===== config.mk =====
export PLATFORM = sky130hd
export DESIGN_NAME = run_length_collector
export DESIGN_NICKNAME = d
export VERILOG_FILES = /design/src/rtl/run_length_pkg.sv /design/src/rtl/run_length_fifo.sv /design/src/rtl/run_length_collector.sv
export SDC_FILE = /design/constraint.sdc
export NUM_CORES = 1
export LEC_CHECK = 0
export BUFFER_PORTS_ARGS = -buffer_cell sky130_fd_sc_hd__buf_2
export CAP_MARGIN = 10
export CORE_MARGIN = 1.5
export CORE_UTILIZATION = 35
export DETAILED_ROUTE_END_ITERATION = 12
export SETUP_SLACK_MARGIN = 0.4
export SLEW_MARGIN = 20
export SYNTH_ARGS = -nofsm -noshare
export SYNTH_HDL_FRONTEND = slang
export SYNTH_SLANG_ARGS = --single-unit

===== constraint.sdc =====
create_clock -name clk -period 2.1 [get_ports clk]
set_input_delay 0.42 -clock clk [delete_from_list [all_inputs] [get_ports clk]]
set_output_delay 0.42 -clock clk [all_outputs]
set_load 0.005 [all_outputs]

===== src/rtl/run_length_pkg.sv =====
// Shared types and default sizing for the run-length collector and its FIFO.
package run_length_pkg;

    localparam int DEPTH_DEF = 4;
    localparam int LEN_W_DEF = 8;

    typedef enum logic [0:0] {
        IDLE = 1'b0,
        RUN  = 1'b1
    } state_t;

endpackage


===== src/rtl/run_length_fifo.sv =====
// Small synchronous FIFO holding completed run lengths; a push while full is
// accepted only when a pop frees the head slot on the same edge.
module run_length_fifo
    import run_length_pkg::*;
#(
    parameter int DEPTH = DEPTH_DEF,
    parameter int LEN_W = LEN_W_DEF
) (
    input  logic             clk,
    input  logic             rst_n,
    input  logic             clear,
    input  logic             push,
    input  logic [LEN_W-1:0] push_data,
    input  logic             pop,
    output logic [LEN_W-1:0] pop_data,
    output logic             full,
    output logic             empty
);

    localparam int PTR_W = $clog2(DEPTH);

    logic [LEN_W-1:0] mem_r [DEPTH];
    logic [PTR_W-1:0] wr_ptr_r;
    logic [PTR_W-1:0] rd_ptr_r;
    logic [PTR_W:0]   count_r;
    logic             do_push_s;
    logic             do_pop_s;

    assign full      = (count_r == (PTR_W+1)'(DEPTH));
    assign empty     = (count_r == {(PTR_W+1){1'b0}});
    assign do_pop_s  = pop & ~empty;
    assign do_push_s = push & (~full | do_pop_s);

    // Head data is forced to zero while empty so stale entries never leak out.
    always_comb begin
        pop_data = {LEN_W{1'b0}};
        if (!empty) begin
            pop_data = mem_r[rd_ptr_r];
        end else begin
            pop_data = {LEN_W{1'b0}};
        end
    end

    // Storage write; data needs no reset because reads are masked by empty.
    always_ff @(posedge clk) begin
        if (do_push_s && !clear) begin
            mem_r[wr_ptr_r] <= push_data;
        end
    end

    // Pointer and occupancy bookkeeping; pointers wrap naturally modulo DEPTH.
    always_ff @(posedge clk or negedge rst_n) begin
        if (!rst_n) begin
            wr_ptr_r <= {PTR_W{1'b0}};
            rd_ptr_r <= {PTR_W{1'b0}};
            count_r  <= {(PTR_W+1){1'b0}};
        end else if (clear) begin
            wr_ptr_r <= {PTR_W{1'b0}};
            rd_ptr_r <= {PTR_W{1'b0}};
            count_r  <= {(PTR_W+1){1'b0}};
        end else begin
            if (do_push_s) begin
                wr_ptr_r <= wr_ptr_r + PTR_W'(1);
            end
            if (do_pop_s) begin
                rd_ptr_r <= rd_ptr_r + PTR_W'(1);
            end
            case ({do_push_s, do_pop_s})
                2'b10:   count_r <= count_r + (PTR_W+1)'(1);
                2'b01:   count_r <= count_r - (PTR_W+1)'(1);
                default: count_r <= count_r;
            endcase
        end
    end

endmodule


===== src/rtl/run_length_collector.sv =====
// Measures runs of consecutive qualified 1 samples and queues each finished
// run length for a ready/valid consumer, flagging runs lost to a full queue.
module run_length_collector
    import run_length_pkg::*;
#(
    parameter int DEPTH = DEPTH_DEF,
    parameter int LEN_W = LEN_W_DEF
) (
    input  logic             clk,
    input  logic             reset_n,
    input  logic             clear,
    input  logic             in_en,
    input  logic             in_,
    output logic             out_val,
    input  logic             out_rdy,
    output logic [LEN_W-1:0] out_len,
    output logic             ovf
);

    localparam logic [LEN_W-1:0] CNT_MAX = {LEN_W{1'b1}};

    state_t           state_r;
    state_t           state_s;
    logic [LEN_W-1:0] cnt_r;
    logic [LEN_W-1:0] cnt_s;
    logic             ovf_r;
    logic             ovf_s;
    logic             push_s;
    logic             pop_s;
    logic             fifo_full_s;
    logic             fifo_empty_s;

    assign out_val = ~fifo_empty_s;
    assign pop_s   = out_val & out_rdy;
    assign ovf     = ovf_r;

    // Next-state, counter and overflow decisions for one sampling edge.
    always_comb begin
        state_s = state_r;
        cnt_s   = cnt_r;
        push_s  = 1'b0;
        ovf_s   = ovf_r;
        if (in_en) begin
            case (state_r)
                IDLE: begin
                    if (in_) begin
                        state_s = RUN;
                        cnt_s   = LEN_W'(1);
                    end else begin
                        state_s = IDLE;
                        cnt_s   = {LEN_W{1'b0}};
                    end
                end
                RUN: begin
                    if (in_) begin
                        state_s = RUN;
                        cnt_s   = (cnt_r == CNT_MAX) ? cnt_r : cnt_r + LEN_W'(1);
                    end else begin
                        push_s  = 1'b1;
                        state_s = IDLE;
                        cnt_s   = {LEN_W{1'b0}};
                    end
                end
                default: begin
                    state_s = IDLE;
                    cnt_s   = {LEN_W{1'b0}};
                end
            endcase
        end else begin
            state_s = state_r;
            cnt_s   = cnt_r;
        end
        // A full queue only drops the run if the consumer is not freeing a slot.
        if (push_s && fifo_full_s && !pop_s) begin
            ovf_s = 1'b1;
        end else begin
            ovf_s = ovf_r;
        end
    end

    // FSM, run counter and sticky overflow registers; clear outranks sampling.
    always_ff @(posedge clk or negedge reset_n) begin
        if (!reset_n) begin
            state_r <= IDLE;
            cnt_r   <= {LEN_W{1'b0}};
            ovf_r   <= 1'b0;
        end else if (clear) begin
            state_r <= IDLE;
            cnt_r   <= {LEN_W{1'b0}};
            ovf_r   <= 1'b0;
        end else begin
            state_r <= state_s;
            cnt_r   <= cnt_s;
            ovf_r   <= ovf_s;
        end
    end

    run_length_fifo #(
        .DEPTH (DEPTH),
        .LEN_W (LEN_W)
    ) u_fifo (
        .clk       (clk),
        .rst_n     (reset_n),
        .clear     (clear),
        .push      (push_s),
        .push_data (cnt_r),
        .pop       (pop_s),
        .pop_data  (out_len),
        .full      (fifo_full_s),
        .empty     (fifo_empty_s)
    );

endmodule


==> results.cfg <==
[global_routing]
grt_use_met3_pct = 2.857
grt_util_met1_pct = 18.78
grt_antenna_before_repair = 0
grt_max_degree = 18
track_usage_pct = 13.78
grt_util_met2_pct = 22.16
grt_first_pass_wirelength_um = 7810
grt.busiest_layer = met2
grt.overflow.total = 0
first_global_vias = 1519

[setup_path]
r2r_cells = 6
critPathRequiredTime_ps = 1680
critPathLaunchType = flip-flop
critPathMaxStageDelay_ps = 500
path_max_fanout = 8
timing.rr.end = u_fifo.count_r[2]$_DFFE_PN0P_
crit_arrival_ps = 1610
critPathLaunch = u_fifo.rd_ptr_r[0]$_DFFE_PN0P_
crit_path_end = out_len[1]
regToRegSetupSlack_ps = 180
cp_slowest_cell = mux4_2
reg2reg_from = u_fifo.count_r[2]$_DFFE_PN0P_
cp_cell_sequence = buf_12 -> mux4_2 -> and2_4 -> buf_2
critical_path_class = flip-flop to output port
end_kind = output port

[floorplan]
start_util_pct = 36.00
row_count = 30
die_width_um = 86.37
num_io_pins = 16
die_h_um = 86.37
core_um2 = 6756
dieArea_um2 = 7459

[synth]
syn_avg_cell_area_um2 = 13.59
synth_compound_area_share_pct = 9.311
synthMuxAreaShare_pct = 10.34
synth_top_family_by_area = simple AND/OR/NAND/NOR gates
yosys.area_share.adder_pct = 3.395
postSynthCellCount = 179
yosys_warnings = 0
yosys_most_used_dff = edfxtp_1
async_reset_ff_share_pct = 34.69
synth-simple-area-share_pct = 16.10
mappedNetlistNets = 191
synth_area_um2 = 2432
ys_types = 57
ys_seq_area_share_pct = 57.00
synth_enable_flop_cells = 32
yosys_register_bits = 49
synth_xor_area_share_pct = 0.7202

[sta]
final_max_slew_viol_count = 0
worstMarginPinSlew_ps = 420.0
fin_crit_sh_pct = 96.58
relSlewSlack_pct = 72.00
finClkSkew_ps = 7.765
fmax_ghz = 0.4930
finalHoldViolations = 0
finalCriticalPeriod_ps = 2028
setup_violations = 0
rsz0062_at_grt = yes
tns_ps = 0

[clocking]
clock_latency_ps = 300
postCtsHoldBufs = 0
cts_made_buffers = 5
root_buffer = clkbuf_8
clock_sinks = 49
h-tree-depth = 2
clockBufferDepth = 2
clkTransAtPathRegs_ps = 90
cts_tree = done

[power_and_ir_drop]
leakage_uw = 0.001163
p_switching_uw = 382.4
ir_drop_mv = 0.2448
p_per_area_nw_per_um2 = 607.2
p_comb_share_pct = 5.2
p_int_uw = 1432
power.total_uw = 1814
pwr-share-clk_pct = 38.1
pwr-share-seq_pct = 56.7
switching_share_pct = 21.08

[place]
io_buffers = 15
dp.final_hpwl_um = 2975
gp_congestion = 0.7270

[final_layout]
drive_gt1_share_pct = 35.94
nNetsFinal = 228
antenna_cells = 0
layout_commonest_cell = edfxtp_1
layout_common_cells = edfxtp_1, buf_4, dfrtp_1, buf_2, buf_6
synthToLayoutAreaGrowth_pct = 22.84

[run]
cap_viol_max_count = 0

[drt]
wirelength_um = 4728
ant_nets = 0
drt_iter0_markers = 82
firstDrtPassIters = 4
vias = 1571
drc_errors = 0
routedWlPerCell_um = 15.92
via_per_inst = 5.290

[hold_path]
hp-class = input port to async pin

[status]
status = complete, no violations
cells by family after synthesis:
logic type,after synthesis
compound gates,32
mux,15
xor+xnor,2
flops,49
fa+ha+maj,6
simple gates,60
buf+inv,15
power by group through the flow:
stage	clock network (µW)	logic, µW	registers, µW
CTS	709	88.1	1030
floorplan	0	49.1	1050
global placement	0	81.3	1050
detailed placement	0	81.6	1050
finish	691	94.2	1030
global route	747	105	1030
cells in the mapped netlist, drive strengths merged (3+ instances only):
master	count	share of area, %
nand3	5	1.0
ha	5	2.6
clkbuf	4	0.62
nand2	6	0.93
mux4	8	7.4
nand2b	4	1.3
nor4	3	1.0
and2	13	3.3
and3b	3	1.1
o21ai	5	1.0
mux2i	6	2.5
nor2	8	1.3
inv	3	0.46
dfrtp	17	17
a211oi	3	0.93
edfxtp	32	40
a21oi	5	1.0
buf	8	2.1
per-stage QoR:
step                      utilization [%]  hold WS [ps]  instances  setup WS [ps]  cell area [µm²]
after floorplan                         -         124.4        179          5.827             2474
after global placement              40.06         379.5        279          99.23             2706
after detailed placement            40.06         378.9        279          87.41             2706
after CTS                           43.13         47.12        294          60.44             2914
after global routing                44.22         58.36        297          25.63             2988
final                               44.22         37.75        297          71.80             2988
final cells by class:
class / count / area (µm²)
Clock buffer: 5 / 68.82
Clock inverter: 3 / 47.55
Fill cell: 620 / 3769
Inverter: 3 / 11.26
Multi-Input combinational cell: 116 / 1041
Sequential cell: 49 / 1390
Tap cell: 80 / 100.1
Timing Repair Buffer: 41 / 329.1
worst max-delay path: cells and delay by family, from the launching register on:
| kind | cells | cell delay (ps) |
|---|---|---|
| muxes | 1 | 500 |
| and+or+nand+nor | 1 | 150 |
| DFF | 1 | 400 |
| buffers and inverters | 2 | 270 |
timing repair:
action	CTS	global route
endpoints found under the setup margin	11	47
gates cloned	1	0
buffers inserted	6	3
resized for setup	10	13
pin swaps	14	5
routing by layer:
metal,share of wire [%],up-vias
li1,-,766
met2,48,26
met5,0,-
met1,47,773
met4,1.5,0
met3,3.0,6
state kept, by name, summed over array words and instances, names as in the netlist:
name	flops
state_r	1
u_fifo.mem_r	32
u_fifo.rd_ptr_r	2
ovf	1
u_fifo.count_r	3
u_fifo.wr_ptr_r	2
cnt_r	8
how the worst min path moves through the flow:
stage,depth (start not counted),from,slack (ps),endpoint
after floorplan,0,reset_n,120,cnt_r[0]$_DFFE_PN0P_
after global placement,1,reset_n,380,ovf$_DFFE_PN0P_
after detailed placement,1,reset_n,380,u_fifo.wr_ptr_r[0]$_DFFE_PN0P_
after CTS,1,reset_n,50,cnt_r[7]$_DFFE_PN0P_
after global routing,1,reset_n,60,cnt_r[7]$_DFFE_PN0P_
final,1,reset_n,40,u_fifo.wr_ptr_r[0]$_DFFE_PN0P_
Power figures use the tool's default switching activity.
